===== config.mk =====
export PLATFORM = sky130hd
export DESIGN_NAME = br_resolve_ctrl_flat
export DESIGN_NICKNAME = d
export VERILOG_FILES = /design/src/rtl/rv32i_types.sv /design/src/rtl/br_resolve_ctrl_if.sv /design/src/rtl/branch.sv /design/src/rtl/br_resolve_ctrl.sv /design/src/flat_wrapper.sv
export SDC_FILE = /design/constraint.sdc
export NUM_CORES = 1
export LEC_CHECK = 0
export ABC_AREA = 1
export ABC_CLOCK_PERIOD_IN_PS = 17250
export CAP_MARGIN = 15
export CORE_MARGIN = 2
export CORE_UTILIZATION = 50
export CTS_BUF_LIST = sky130_fd_sc_hd__clkbuf_2 sky130_fd_sc_hd__clkbuf_4 sky130_fd_sc_hd__clkbuf_8
export DETAILED_ROUTE_END_ITERATION = 16
export DONT_BUFFER_PORTS = 1
export HOLD_SLACK_MARGIN = 0.15
export PLACE_DENSITY = 0.74
export SLEW_MARGIN = 20
export SYNTH_ARGS = -nofsm -noshare
export SYNTH_HDL_FRONTEND = slang
export SYNTH_HIERARCHICAL = 1
export SYNTH_SLANG_ARGS = --single-unit

===== constraint.sdc =====
create_clock -name clk -period 17.25 [get_ports clk]
set_input_delay 3.45 -clock clk [delete_from_list [all_inputs] [get_ports clk]]
set_output_delay 3.45 -clock clk [all_outputs]
set_load 0.005 [all_outputs]

===== src/rtl/rv32i_types.sv =====
// Shared RV32I core types: branch funct3 encodings plus the branch-resolve
// controller's kind/state enums and latched request record.
package rv32i_types;

  localparam logic [2:0] branch_f3_beq  = 3'b000;
  localparam logic [2:0] branch_f3_bne  = 3'b001;
  localparam logic [2:0] branch_f3_blt  = 3'b100;
  localparam logic [2:0] branch_f3_bge  = 3'b101;
  localparam logic [2:0] branch_f3_bltu = 3'b110;
  localparam logic [2:0] branch_f3_bgeu = 3'b111;

  typedef enum logic [1:0] {
    BR_COND = 2'd0,
    BR_JAL  = 2'd1,
    BR_JALR = 2'd2
  } br_kind_t;

  typedef enum logic [1:0] {
    S_IDLE,
    S_EVAL,
    S_REDIRECT
  } br_state_t;

  typedef struct packed {
    br_kind_t    kind;
    logic [2:0]  funct3;
    logic [31:0] pc;
    logic [31:0] imm;
    logic [31:0] rs1_v;
    logic [31:0] rs2_v;
    logic        pred_taken;
    logic [31:0] pred_target;
  } br_req_t;

  // funct3 010/011 have no conditional-branch meaning in RV32I.
  function automatic logic f3_is_illegal(input logic [2:0] f3);
    return (f3 == 3'b010) || (f3 == 3'b011);
  endfunction

endpackage


===== src/rtl/br_resolve_ctrl_if.sv =====
// Bundle of the ID/EX request, fetch redirect, predictor update and
// statistics signals around the branch-resolve controller.
interface br_resolve_ctrl_if #(
  parameter int unsigned CNT_W = 32
);
  import rv32i_types::*;

  logic             in_valid;
  logic             in_ready;
  br_kind_t         in_kind;
  logic [2:0]       in_funct3;
  logic [31:0]      in_pc;
  logic [31:0]      in_imm;
  logic [31:0]      in_rs1_v;
  logic [31:0]      in_rs2_v;
  logic             in_pred_taken;
  logic [31:0]      in_pred_target;
  logic             ext_flush;
  logic             redirect_valid;
  logic             redirect_ready;
  logic [31:0]      redirect_pc;
  logic             flush;
  logic             upd_valid;
  logic [31:0]      upd_pc;
  logic             upd_taken;
  logic [31:0]      upd_target;
  logic             illegal_f3;
  logic [CNT_W-1:0] br_count;
  logic [CNT_W-1:0] mis_count;

  modport master (
    output in_valid, in_kind, in_funct3, in_pc, in_imm, in_rs1_v, in_rs2_v,
           in_pred_taken, in_pred_target, ext_flush, redirect_ready,
    input  in_ready, redirect_valid, redirect_pc, flush, upd_valid, upd_pc,
           upd_taken, upd_target, illegal_f3, br_count, mis_count
  );

  modport slave (
    input  in_valid, in_kind, in_funct3, in_pc, in_imm, in_rs1_v, in_rs2_v,
           in_pred_taken, in_pred_target, ext_flush, redirect_ready,
    output in_ready, redirect_valid, redirect_pc, flush, upd_valid, upd_pc,
           upd_taken, upd_target, illegal_f3, br_count, mis_count
  );

endinterface


===== src/rtl/branch.sv =====
// RV32I conditional-branch comparator: br_en is the taken condition for the
// given funct3; undefined encodings report not-taken.
module branch
  import rv32i_types::*;
(
  input  logic [2:0]  cmpop,
  input  logic [31:0] a,
  input  logic [31:0] b,
  output logic        br_en
);

  always_comb begin
    case (cmpop)
      branch_f3_beq:  br_en = (a == b);
      branch_f3_bne:  br_en = (a != b);
      branch_f3_blt:  br_en = ($signed(a) <  $signed(b));
      branch_f3_bge:  br_en = ($signed(a) >= $signed(b));
      branch_f3_bltu: br_en = (a <  b);
      branch_f3_bgeu: br_en = (a >= b);
      default:        br_en = 1'b0;
    endcase
  end

endmodule


===== src/rtl/br_resolve_ctrl.sv =====
// EX-stage branch/jump resolution: latches one op, evaluates it against the
// fetch prediction, then emits predictor update, flush and fetch redirect.
module br_resolve_ctrl
  import rv32i_types::*;
#(
  parameter int unsigned CNT_W = 32
) (
  input  logic             clk,
  input  logic             rst,
  br_resolve_ctrl_if.slave bus
);

  br_state_t        state_q, state_d;
  br_req_t          req_q, req_d;
  logic             in_ready_q, in_ready_d;
  logic             redirect_valid_q, redirect_valid_d;
  logic [31:0]      redirect_pc_q, redirect_pc_d;
  logic             flush_q, flush_d;
  logic             upd_valid_q, upd_valid_d;
  logic [31:0]      upd_pc_q, upd_pc_d;
  logic             upd_taken_q, upd_taken_d;
  logic [31:0]      upd_target_q, upd_target_d;
  logic             illegal_f3_q, illegal_f3_d;
  logic [CNT_W-1:0] br_count_q, br_count_d;
  logic [CNT_W-1:0] mis_count_q, mis_count_d;

  logic             br_en;
  logic             illegal;
  logic             taken;
  logic [31:0]      target;
  logic             mispredict;

  function automatic logic [CNT_W-1:0] sat_inc(input logic [CNT_W-1:0] v);
    return (&v) ? v : v + CNT_W'(1);
  endfunction

  // Comparator sees only latched operands, keeping the ID/EX path off it.
  branch u_branch (
    .cmpop (req_q.funct3),
    .a     (req_q.rs1_v),
    .b     (req_q.rs2_v),
    .br_en (br_en)
  );

  always_comb begin
    illegal = (req_q.kind == BR_COND) && f3_is_illegal(req_q.funct3);
    taken   = 1'b1;
    target  = req_q.pc + req_q.imm;
    case (req_q.kind)
      BR_COND: taken  = br_en && !illegal;
      BR_JALR: target = (req_q.rs1_v + req_q.imm) & ~32'd1;
      default: taken  = 1'b1;
    endcase
    mispredict = (taken != req_q.pred_taken) ||
                 (taken && (target != req_q.pred_target));
  end

  // NOTE: every signal assigned here gets a default first so no latch is inferred.
  always_comb begin
    state_d          = state_q;
    req_d            = req_q;
    in_ready_d       = in_ready_q;
    redirect_valid_d = redirect_valid_q;
    redirect_pc_d    = redirect_pc_q;
    flush_d          = 1'b0;
    upd_valid_d      = 1'b0;
    upd_pc_d         = upd_pc_q;
    upd_taken_d      = upd_taken_q;
    upd_target_d     = upd_target_q;
    illegal_f3_d     = 1'b0;
    br_count_d       = br_count_q;
    mis_count_d      = mis_count_q;

    if (bus.ext_flush) begin
      // An older kill discards whatever is in flight, including a pending redirect.
      state_d          = S_IDLE;
      in_ready_d       = 1'b1;
      redirect_valid_d = 1'b0;
    end else begin
      case (state_q)
        S_IDLE: begin
          if (bus.in_valid) begin
            req_d = '{kind:        bus.in_kind,
                      funct3:      bus.in_funct3,
                      pc:          bus.in_pc,
                      imm:         bus.in_imm,
                      rs1_v:       bus.in_rs1_v,
                      rs2_v:       bus.in_rs2_v,
                      pred_taken:  bus.in_pred_taken,
                      pred_target: bus.in_pred_target};
            state_d    = S_EVAL;
            in_ready_d = 1'b0;
          end
        end
        S_EVAL: begin
          upd_valid_d  = 1'b1;
          upd_pc_d     = req_q.pc;
          upd_taken_d  = taken;
          upd_target_d = target;
          illegal_f3_d = illegal;
          br_count_d   = sat_inc(br_count_q);
          if (mispredict) begin
            mis_count_d      = sat_inc(mis_count_q);
            flush_d          = 1'b1;
            redirect_valid_d = 1'b1;
            redirect_pc_d    = taken ? target : req_q.pc + 32'd4;
            state_d          = S_REDIRECT;
          end else begin
            state_d    = S_IDLE;
            in_ready_d = 1'b1;
          end
        end
        S_REDIRECT: begin
          if (bus.redirect_ready) begin
            redirect_valid_d = 1'b0;
            state_d          = S_IDLE;
            in_ready_d       = 1'b1;
          end
        end
        default: begin
          state_d          = S_IDLE;
          in_ready_d       = 1'b1;
          redirect_valid_d = 1'b0;
        end
      endcase
    end
  end

  // NOTE: sequential state uses non-blocking assignments so all flops update together.
  always_ff @(posedge clk or posedge rst) begin
    if (rst) begin
      state_q          <= S_IDLE;
      req_q            <= '0;
      in_ready_q       <= 1'b1;
      redirect_valid_q <= 1'b0;
      redirect_pc_q    <= '0;
      flush_q          <= 1'b0;
      upd_valid_q      <= 1'b0;
      upd_pc_q         <= '0;
      upd_taken_q      <= 1'b0;
      upd_target_q     <= '0;
      illegal_f3_q     <= 1'b0;
      br_count_q       <= '0;
      mis_count_q      <= '0;
    end else begin
      state_q          <= state_d;
      req_q            <= req_d;
      in_ready_q       <= in_ready_d;
      redirect_valid_q <= redirect_valid_d;
      redirect_pc_q    <= redirect_pc_d;
      flush_q          <= flush_d;
      upd_valid_q      <= upd_valid_d;
      upd_pc_q         <= upd_pc_d;
      upd_taken_q      <= upd_taken_d;
      upd_target_q     <= upd_target_d;
      illegal_f3_q     <= illegal_f3_d;
      br_count_q       <= br_count_d;
      mis_count_q      <= mis_count_d;
    end
  end

  assign bus.in_ready       = in_ready_q;
  assign bus.redirect_valid = redirect_valid_q;
  assign bus.redirect_pc    = redirect_pc_q;
  assign bus.flush          = flush_q;
  assign bus.upd_valid      = upd_valid_q;
  assign bus.upd_pc         = upd_pc_q;
  assign bus.upd_taken      = upd_taken_q;
  assign bus.upd_target     = upd_target_q;
  assign bus.illegal_f3     = illegal_f3_q;
  assign bus.br_count       = br_count_q;
  assign bus.mis_count      = mis_count_q;

endmodule


===== src/flat_wrapper.sv =====
// flat-port wrapper written by rule: the top's interface ports become plain ports
module br_resolve_ctrl_flat import rv32i_types::*;
#(
  parameter int unsigned CNT_W = 32
)
  (clk, rst, bus_in_valid, bus_in_kind, bus_in_funct3, bus_in_pc, bus_in_imm, bus_in_rs1_v, bus_in_rs2_v, bus_in_pred_taken, bus_in_pred_target, bus_ext_flush, bus_redirect_ready, bus_in_ready, bus_redirect_valid, bus_redirect_pc, bus_flush, bus_upd_valid, bus_upd_pc, bus_upd_taken, bus_upd_target, bus_illegal_f3, bus_br_count, bus_mis_count);
  br_resolve_ctrl_if #(.CNT_W(CNT_W)) bus_i ();
  input  logic clk;
  input  logic rst;
  input wire logic [$bits(bus_i.in_valid)-1:0] bus_in_valid;
  input wire logic [$bits(bus_i.in_kind)-1:0] bus_in_kind;
  input wire logic [$bits(bus_i.in_funct3)-1:0] bus_in_funct3;
  input wire logic [$bits(bus_i.in_pc)-1:0] bus_in_pc;
  input wire logic [$bits(bus_i.in_imm)-1:0] bus_in_imm;
  input wire logic [$bits(bus_i.in_rs1_v)-1:0] bus_in_rs1_v;
  input wire logic [$bits(bus_i.in_rs2_v)-1:0] bus_in_rs2_v;
  input wire logic [$bits(bus_i.in_pred_taken)-1:0] bus_in_pred_taken;
  input wire logic [$bits(bus_i.in_pred_target)-1:0] bus_in_pred_target;
  input wire logic [$bits(bus_i.ext_flush)-1:0] bus_ext_flush;
  input wire logic [$bits(bus_i.redirect_ready)-1:0] bus_redirect_ready;
  output wire logic [$bits(bus_i.in_ready)-1:0] bus_in_ready;
  output wire logic [$bits(bus_i.redirect_valid)-1:0] bus_redirect_valid;
  output wire logic [$bits(bus_i.redirect_pc)-1:0] bus_redirect_pc;
  output wire logic [$bits(bus_i.flush)-1:0] bus_flush;
  output wire logic [$bits(bus_i.upd_valid)-1:0] bus_upd_valid;
  output wire logic [$bits(bus_i.upd_pc)-1:0] bus_upd_pc;
  output wire logic [$bits(bus_i.upd_taken)-1:0] bus_upd_taken;
  output wire logic [$bits(bus_i.upd_target)-1:0] bus_upd_target;
  output wire logic [$bits(bus_i.illegal_f3)-1:0] bus_illegal_f3;
  output wire logic [$bits(bus_i.br_count)-1:0] bus_br_count;
  output wire logic [$bits(bus_i.mis_count)-1:0] bus_mis_count;
  assign bus_i.in_valid = bus_in_valid;
  assign bus_i.in_kind = bus_in_kind;
  assign bus_i.in_funct3 = bus_in_funct3;
  assign bus_i.in_pc = bus_in_pc;
  assign bus_i.in_imm = bus_in_imm;
  assign bus_i.in_rs1_v = bus_in_rs1_v;
  assign bus_i.in_rs2_v = bus_in_rs2_v;
  assign bus_i.in_pred_taken = bus_in_pred_taken;
  assign bus_i.in_pred_target = bus_in_pred_target;
  assign bus_i.ext_flush = bus_ext_flush;
  assign bus_i.redirect_ready = bus_redirect_ready;
  assign bus_in_ready = bus_i.in_ready;
  assign bus_redirect_valid = bus_i.redirect_valid;
  assign bus_redirect_pc = bus_i.redirect_pc;
  assign bus_flush = bus_i.flush;
  assign bus_upd_valid = bus_i.upd_valid;
  assign bus_upd_pc = bus_i.upd_pc;
  assign bus_upd_taken = bus_i.upd_taken;
  assign bus_upd_target = bus_i.upd_target;
  assign bus_illegal_f3 = bus_i.illegal_f3;
  assign bus_br_count = bus_i.br_count;
  assign bus_mis_count = bus_i.mis_count;
  br_resolve_ctrl #(.CNT_W(CNT_W)) u_core (.clk(clk), .rst(rst), .bus(bus_i));
endmodule

After elaboration in Yosys (flattened, before gate mapping)
Index checks and enable logic that the tools add are counted.
Widths: inputs -> output; s select.
Word-level totals
  register bits after elaboration: 334
  output and inout bits: 166
  logic and storage cells: 95
Operators by class
  add/subtract/negate cells: 5
  order comparisons: 4
  equality and inequality tests: 19
  muxes and demuxes: 25
  bitwise logic cells: 3
  reductions and logical operators: 19
Operators by type and width (number)
  $add 32x1->32 const B: 2
  $add 32x32->32: 2
  $ge 32x32->1: 2
  $lt 32x32->1: 2
  $mux 32: 2
  $ne 32x32->1: 2
  $reduce_and 32->1: 2
  $add 32x3->32 const B: 1
  $eq 32x32->1: 1
  $mux 1: 15
  $reduce_and 3->1: 5
  $eq 3x3->1 const B: 4
  $ne 3x3->1 const B: 3
  $mux 2: 4
  $eq 3x2->1 const B: 2
  $pmux 1 s3: 2
  $pmux 1 s6: 1
  $pmux 2 s3: 1
  $eq 2x2->1 const B: 2
  $logic_not 2->1: 2
  $reduce_and 2->1: 2
  $reduce_and 4->1: 1
  $eq 3x1->1 const B: 1
  $logic_and 1x1->1: 3
  8 further kinds: 11

Longest topological paths before layout
Gate-level depths: netlist (run 1).
  depth after elaboration: 11
  depth in mapped cells: 37

Cells and area by module
The synthesis (run 1) kept the hierarchy.
By module, submodules not included
  br_resolve_ctrl: times used 1, cells each 2970, area each 20339.5 um^2, seq. area each 8359.3 um^2
  branch: times used 1, cells each 169, area each 991.0 um^2, seq. area each 0.0 um^2

Worst setup path before layout (run 1)
No wires, ideal clock.
  path type: in2reg
  from: in bus_ext_flush
  to: reg u_core.br_count_q[30] (netlist: u_core/bus.br_count[30])
  setup time: 0.079 ns
  arrival: 4.989 ns
  data required time: 17.171 ns
  slack: 12.182 ns
  cell stages on the path: 12
  cell sequence: inv_1 nand2_1 inv_1 nand2_1 nor2_1 inv_1 nor3_1 nand2_1 nor2_1 nand3_1 nor2_1 xor2_1
On the way
  word-level cells in the longest chain between the ends: 2
RTL lines
  start, declared: line flat_wrapper.sv:19  | input wire logic [$bits(bus_i.ext_flush)-1:0] bus_ext_flush;
  $not 1->1 (no line)
  $reduce_and 3->1 (no line)
  end signal, assigned: line br_resolve_ctrl.sv:157  | br_count_q <= br_count_d;
  end, declared: line br_resolve_ctrl.sv:24  | logic [CNT_W-1:0] br_count_q, br_count_d;
Every way passes these cells.
A chain may end at the register's enable or synchronous reset.

Worst setup path after layout (run 1)
  from: in bus_ext_flush
  to: reg u_core.mis_count_q[17] (netlist: u_core/bus.mis_count[17])
On the way
  word-level cells in the longest chain between the ends: 2
RTL lines
  $not 1->1 (no line)
  $reduce_and 4->1 (no line)
  end signal, assigned: line br_resolve_ctrl.sv:158  | mis_count_q <= mis_count_d;
  end, declared: line br_resolve_ctrl.sv:25  | logic [CNT_W-1:0] mis_count_q, mis_count_d;
Every way passes these cells.

==> flow_summary.json, run 1 <==
{
  "cts-buffers-inserted": 57,
  "hold_path_depth": 2,
  "firstDrtPassIters": 6,
  "fin_crit_ns": 5.56,
  "finalMaxSlewViolations": 0,
  "die_w_um": 211,
  "critPathRequiredTime_ns": 17.87,
  "holdBufCountCts": 0,
  "cts_tree": "yes",
  "clk_latency_ns": 0.69,
  "cts_buffer_depth": 3,
  "wl_per_cell_um": 18.3,
  "ys_ff_latch": 334,
  "path_buf_inv": 3,
  "worstMarginPinSlew_ns": 1.08,
  "final_cell_mix": "nand2_1 (1354), inv_1 (368), dfrtp_1 (333)",
  "antennaDiodeCount": 0,
  "final_common_cell": "nand2_1",
  "tns_ns": 0,
  "layout.nets": 3392,
  "grt_pass1_wl_um": 107000,
  "synth_area_per_cell_um2": 6.80,
  "reg2reg_depth": 31,
  "path_max_fanout": 34,
  "worst_setup_path_end_kind": "register",
  "wirelength_um": 68000,
  "gr-total-overflow": 0,
  "ant_nets": 0,
  "synth_warnings": 6,
  "rsz0062_at_grt": "no",
  "crit_family": "simple AND/OR/NAND/NOR gates",
  "synthCells": 3139,
  "grt_max_degree": 223,
  "hpwl_um": 52500,
  "drive_gt1_frac": 0.0505,
  "setup_viol_count_final": 0,
  "synth_edf_count": 0,
  "syn-num-nets": 3408,
  "hp-class": "reg2reg",
  "cts_max_level": 2,
  "clock_sinks": 334,
  "drcViolationCount": 0,
  "finalHoldViolCount": 0,
  "synth_top_flop_cell": "dfrtp_1",
  "slowest_delay_ns": 0.92,
  "cts_resized": 0,
  "stdcell_area_um2": 23100,
  "initial_core_util": 0.507,
  "total_power_uw": 5210,
  "die-area_um2": 44300,
  "cp_slowest_cell": "nand3_2",
  "synthArstFlopShare": 1.00,
  "core_um2": 42000,
  "yosysSeqAreaShare": 0.392,
  "clock.fmax_mhz": 180,
  "clk_pin_slew_ns": 0.06,
  "drt_iter0_markers": 1874,
  "worstPathCellList": "inv_1, nand2_4, inv_1, o21ai_0, clkinv_1, nand3_2, nand2_1, nand2_1",
  "die_y_um": 211,
  "cp-start-kind": "input pin",
  "grt_pass1_vias": 19600,
  "grt_use_total": 0.309,
  "placed_cell_area_um2": 21800,
  "antenna_found_initial": 0,
  "via_per_inst": 5.44,
  "ios": 337,
  "io_buffers": 0,
  "clock_skew_ns": 0.0366,
  "place.gp.congestion": 0.961,
  "drv_cap": 0,
  "fp-row-count": 75,
  "vdd_drop_max_uv": 92.5,
  "critPathKind": "in2reg",
  "slew_headroom": 0.276,
  "crit_cells": 8,
  "synth_cell_types": 47,
  "p_leak_uw": 0.0126,
  "area_growth_syn_to_layout_pct": 8.11,
  "status": "completed",
  "via_count": 20200,
  "post_cts_buffers": 0,
  "cts_root_buf": "clkbuf_8",
  "period_share": 0.322,
  "p_per_area_nw_per_um2": 226,
  "crit_arrival_ns": 6.18,
  "synth_area_um2": 21300
}
-- layer usage --
layer,track usage,vias up,wire (um)
met5,0,-,0
met4,0.115,0,2490
met3,0.0566,138,4780
met2,0.522,758,32500
met1,0.394,9395,28200
li1,-,9876,-
-- power by group --
part           leakage (uW)  switching [uW]  internal [uW]  total, uW
clock              0.000701             347            463        810
sequential          0.00421             386           1100       1490
combinational       0.00770            1990            923       2910
-- per-stage QoR --
stage / hold slack, ns / cells / setup WS [ns] / util
2_1_floorplan: 0.442 / 3139 / 4.55 / -
3_3_place_gp: 0.459 / 3603 / 11.21 / 0.517
3_5_place_dp: 0.461 / 3603 / 11.08 / 0.517
4_1_cts: 0.474 / 3710 / 11.80 / 0.549
5_1_grt: 0.499 / 3710 / 11.49 / 0.549
6_report: 0.469 / 3710 / 11.69 / 0.549
-- cell usage after synthesis (3+ instances only) --
| cell | count | area, um^2 |
|---|---|---|
| nor2_2 | 7 | 43.8 |
| o21ai_0 | 137 | 686 |
| ha_1 | 96 | 1200 |
| dfrtp_1 | 333 | 8330 |
| o21ai_1 | 11 | 55.1 |
| nand3_1 | 216 | 1080 |
| clkinv_1 | 3 | 11.3 |
| clkbuf_1 | 61 | 229 |
| nor2_1 | 164 | 616 |
| nand2_2 | 7 | 43.8 |
| nand3b_1 | 22 | 165 |
| buf_1 | 4 | 15.0 |
| nor4_1 | 25 | 156 |
| buf_4 | 5 | 37.5 |
| buf_2 | 9 | 45.0 |
| inv_1 | 370 | 1390 |
| xnor2_1 | 21 | 184 |
| xor2_1 | 59 | 517 |
| nor3b_1 | 4 | 30.0 |
| nand2_1 | 1356 | 5090 |
| buf_6 | 4 | 45.0 |
| a21o_1 | 3 | 22.5 |
| inv_2 | 14 | 52.6 |
| nor3_1 | 45 | 225 |
| o21bai_1 | 5 | 37.5 |
| a21oi_1 | 60 | 300 |
| nand4_1 | 71 | 444 |
-- area by class of cell --
cell class                 instances  area [um^2]
timing repair buffer               8         85.1
multi-input combinational       2334        11200
sequential                       334         8360
clock buffer                      89         1120
fill                            4097        19000
clock inverter                    18          185
inverter                         388         1470
tap                              539          674
-- state kept, by name, indices dropped and copies added (netlist names) --
register	flops
u_core/bus.flush	1
u_core/bus.br_count	32
u_core/req_q	166
u_core/bus.illegal_f3	1
u_core/bus.redirect_valid	1
u_core/bus.upd_pc	32
u_core/bus.in_ready	1
u_core/bus.upd_taken	1
u_core/bus.upd_target	32
u_core/state_q	2
u_core/bus.upd_valid	1
u_core/bus.mis_count	32
u_core/bus.redirect_pc	32
-- cells by family (layout without fill, tap and decap cells) --
family / count (synthesis) / in the layout / synth area share
AOI/OAI and AO/OA: 227 / 227 / 0.0556
xor gates and xnor gates: 80 / 80 / 0.0328
adders and majority gates: 98 / 98 / 0.0582
buffers and inverters: 471 / 503 / 0.0858
DFF: 334 / 334 / 0.392
and+or+nand+nor: 1929 / 1929 / 0.376
-- final timing paths --
path                                       start                          to  slack, ns
max in group asynchronous                    rst           u_core/req_q[104]      12.87
worst max-delay path               bus_ext_flush    u_core/bus.mis_count[17]      11.69
worst min-delay path            u_core/req_q[56]            u_core/req_q[56]       0.47
worst max register to register  u_core/req_q[72]  u_core/bus.redirect_pc[26]      12.26
min in group asynchronous                    rst     u_core/bus.mis_count[1]       2.84
worst min register to register  u_core/req_q[56]            u_core/req_q[56]       0.47
-- worst register-to-register path: cells and delay by family, from the launching register on --
kind                       cells  cell delay (ns)
DFF                            1             0.42
adders and majority gates      1             0.32
and+or+nand+nor               27             3.57
buffers and inverters          3             0.59
(Power assumes the default switching activity.)
==> run 2, diff against run 1 <==
ABC_CLOCK_PERIOD_IN_PS = 5200   (was 17250)
clock period = 5.2 ns   (was 17.25 ns; I/O delays follow)
==> flow_summary.json, run 2 (synthesis results as in run 1) <==
{
  "fp-row-count": 75,
  "worstMarginPinSlew_ns": 0.915,
  "wl_per_cell_um": 19.0,
  "final_cell_mix": "nand2_1 (1354), inv_1 (368), dfrtp_1 (333)",
  "p_leak_uw": 0.0126,
  "grtUsageMet1": 0.403,
  "multi_input_area_um2": 11200,
  "antennaDiodeCount": 0,
  "clock_sinks": 334,
  "drv_cap": 0,
  "initial_core_util": 0.507,
  "die_w_um": 211,
  "hpwl_um": 55800,
  "die-area_um2": 44300,
  "grt_max_degree": 223,
  "final_util": 0.548,
  "status": "completed",
  "p_per_area_nw_per_um2": 753,
  "grtUsageMet2": 0.542,
  "antenna_found_initial": 0,
  "ff_latch_area_um2": 8360,
  "cp-start-kind": "register",
  "final_common_cell": "nand2_1",
  "holdBufCountCts": 0,
  "grtUsageMet3": 0.0636,
  "setup_viol_count_final": 0,
  "top_usage_layer": "met2",
  "worst_setup_path_end_kind": "register",
  "die_y_um": 211,
  "ios": 337,
  "drt_iter0_markers": 1891,
  "n_fill_cell": 4093,
  "core_um2": 42000,
  "via_per_inst": 5.47,
  "largest_register_ffs": 166,
  "hp-class": "in2async",
  "place.gp.congestion": 1.01,
  "crit_arrival_ns": 5.33,
  "vdd_drop_max_uv": 338,
  "cts_buffer_depth": 3,
  "drive_gt1_frac": 0.0517,
  "cts_root_buf": "clkbuf_8",
  "regMostFlops": "u_core/req_q",
  "drcViolationCount": 0,
  "critPathRequiredTime_ns": 5.82,
  "grt_pass1_wl_um": 110000,
  "gr-total-overflow": 0,
  "clock_skew_ns": 0.0423,
  "wirelength_um": 70500,
  "clk_pin_slew_ns": 0.06,
  "grt_use_total": 0.319,
  "critPathKind": "reg2reg",
  "firstDrtPassIters": 5,
  "cts-buffers-inserted": 58,
  "grt_pass1_vias": 19800,
  "cts_tree": "yes",
  "post_cts_buffers": 0,
  "io_buffers": 0,
  "crit_top_cell": "nand2_1",
  "cts_resized": 0,
  "rsz0062_at_grt": "no",
  "cp_slowest_cell": "nand3_2",
  "slew_headroom": 0.388,
  "finalMaxSlewViolations": 0,
  "fin_crit_ns": 4.71,
  "ant_nets": 0,
  "clock.fmax_mhz": 212,
  "area_growth_syn_to_layout_pct": 8.10,
  "period_share": 0.906,
  "slowest_delay_ns": 0.57,
  "path_max_fanout": 34,
  "layout.nets": 3401,
  "clk_latency_ns": 0.69,
  "cts_max_level": 2,
  "via_count": 20300,
  "hold_slack_ns": 0.402,
  "finalHoldViolCount": 0
}
## run 2: cell count changes in the layout (fill, tap and decap cells not counted), moves of 2 or more
cell        delta
clkbuf_8       -3
clkinvlp_4     +2
clkbuf_4       +2
clkinv_2       -3
buf_4          +7
inv_8          -2
## run 2: per-stage QoR
| stage | setup slack (ns) | TNS [ns] | cells | cell area [um^2] | power (uW) |
|---|---|---|---|---|---|
| global route | 0.149 | 0 | 3714 | 23100 | 19000 |
| global placement | 0.800 | 0 | 3611 | 21800 | 14600 |
| finish | 0.488 | 0 | 3714 | 23100 | 17400 |
| detailed placement | 0.656 | 0 | 3611 | 21800 | 14700 |
| floorplan | -0.302 | -100.50 | 3139 | 21300 | 11500 |
| CTS | 0.606 | 0 | 3714 | 23100 | 17300 |
## run 2: path summary, 6_finish.rpt
| check | from | to | slack, ns | cells after the start |
|---|---|---|---|---|
| max | u_core/req_q[71] | u_core/bus.mis_count[6] | 0.49 | 29 |
| max in group asynchronous | rst | u_core/bus.upd_pc[25] | 3.65 | 2 |
| min | rst | u_core/req_q[100] | 0.40 | 1 |
| min in group clk | bus_in_rs2_v[13] | u_core/req_q[46] | 0.47 | 2 |
| max reg2reg | u_core/req_q[71] | u_core/bus.mis_count[6] | 0.49 | 29 |
| min reg2reg | u_core/req_q[39] | u_core/req_q[39] | 0.47 | 2 |
## run 2: cell type report
class | count | share of cell area
clock buffers | 88 | 0.0476
well taps | 539 | 0.0292
flip-flops and latches | 334 | 0.363
repair buffers | 16 | 0.00684
multi-input cells | 2334 | 0.484
inverters | 388 | 0.0634
clock inverters | 15 | 0.00629
## run 2: layer usage
metal	routed length, um	up-vias	share of wire
met5	0	-	0
met4	2490	0	0.035
met3	5170	137	0.073
met2	33700	735	0.48
met1	29100	9544	0.41
li1	-	9884	-
## run 2: where the power goes
group / total (uW) / internal [uW] / switching (uW)
logic: 9860 / 3090 / 6770
clock network: 2570 / 1450 / 1120
registers: 4940 / 3650 / 1280
## run 2: worst max-delay path: cells and delay by family (launching register included)
kind,cells,cell delay (ns)
buffers and inverters,1,0.06
DFF,1,0.41
adders and majority gates,1,0.30
and+or+nand+nor,27,3.86
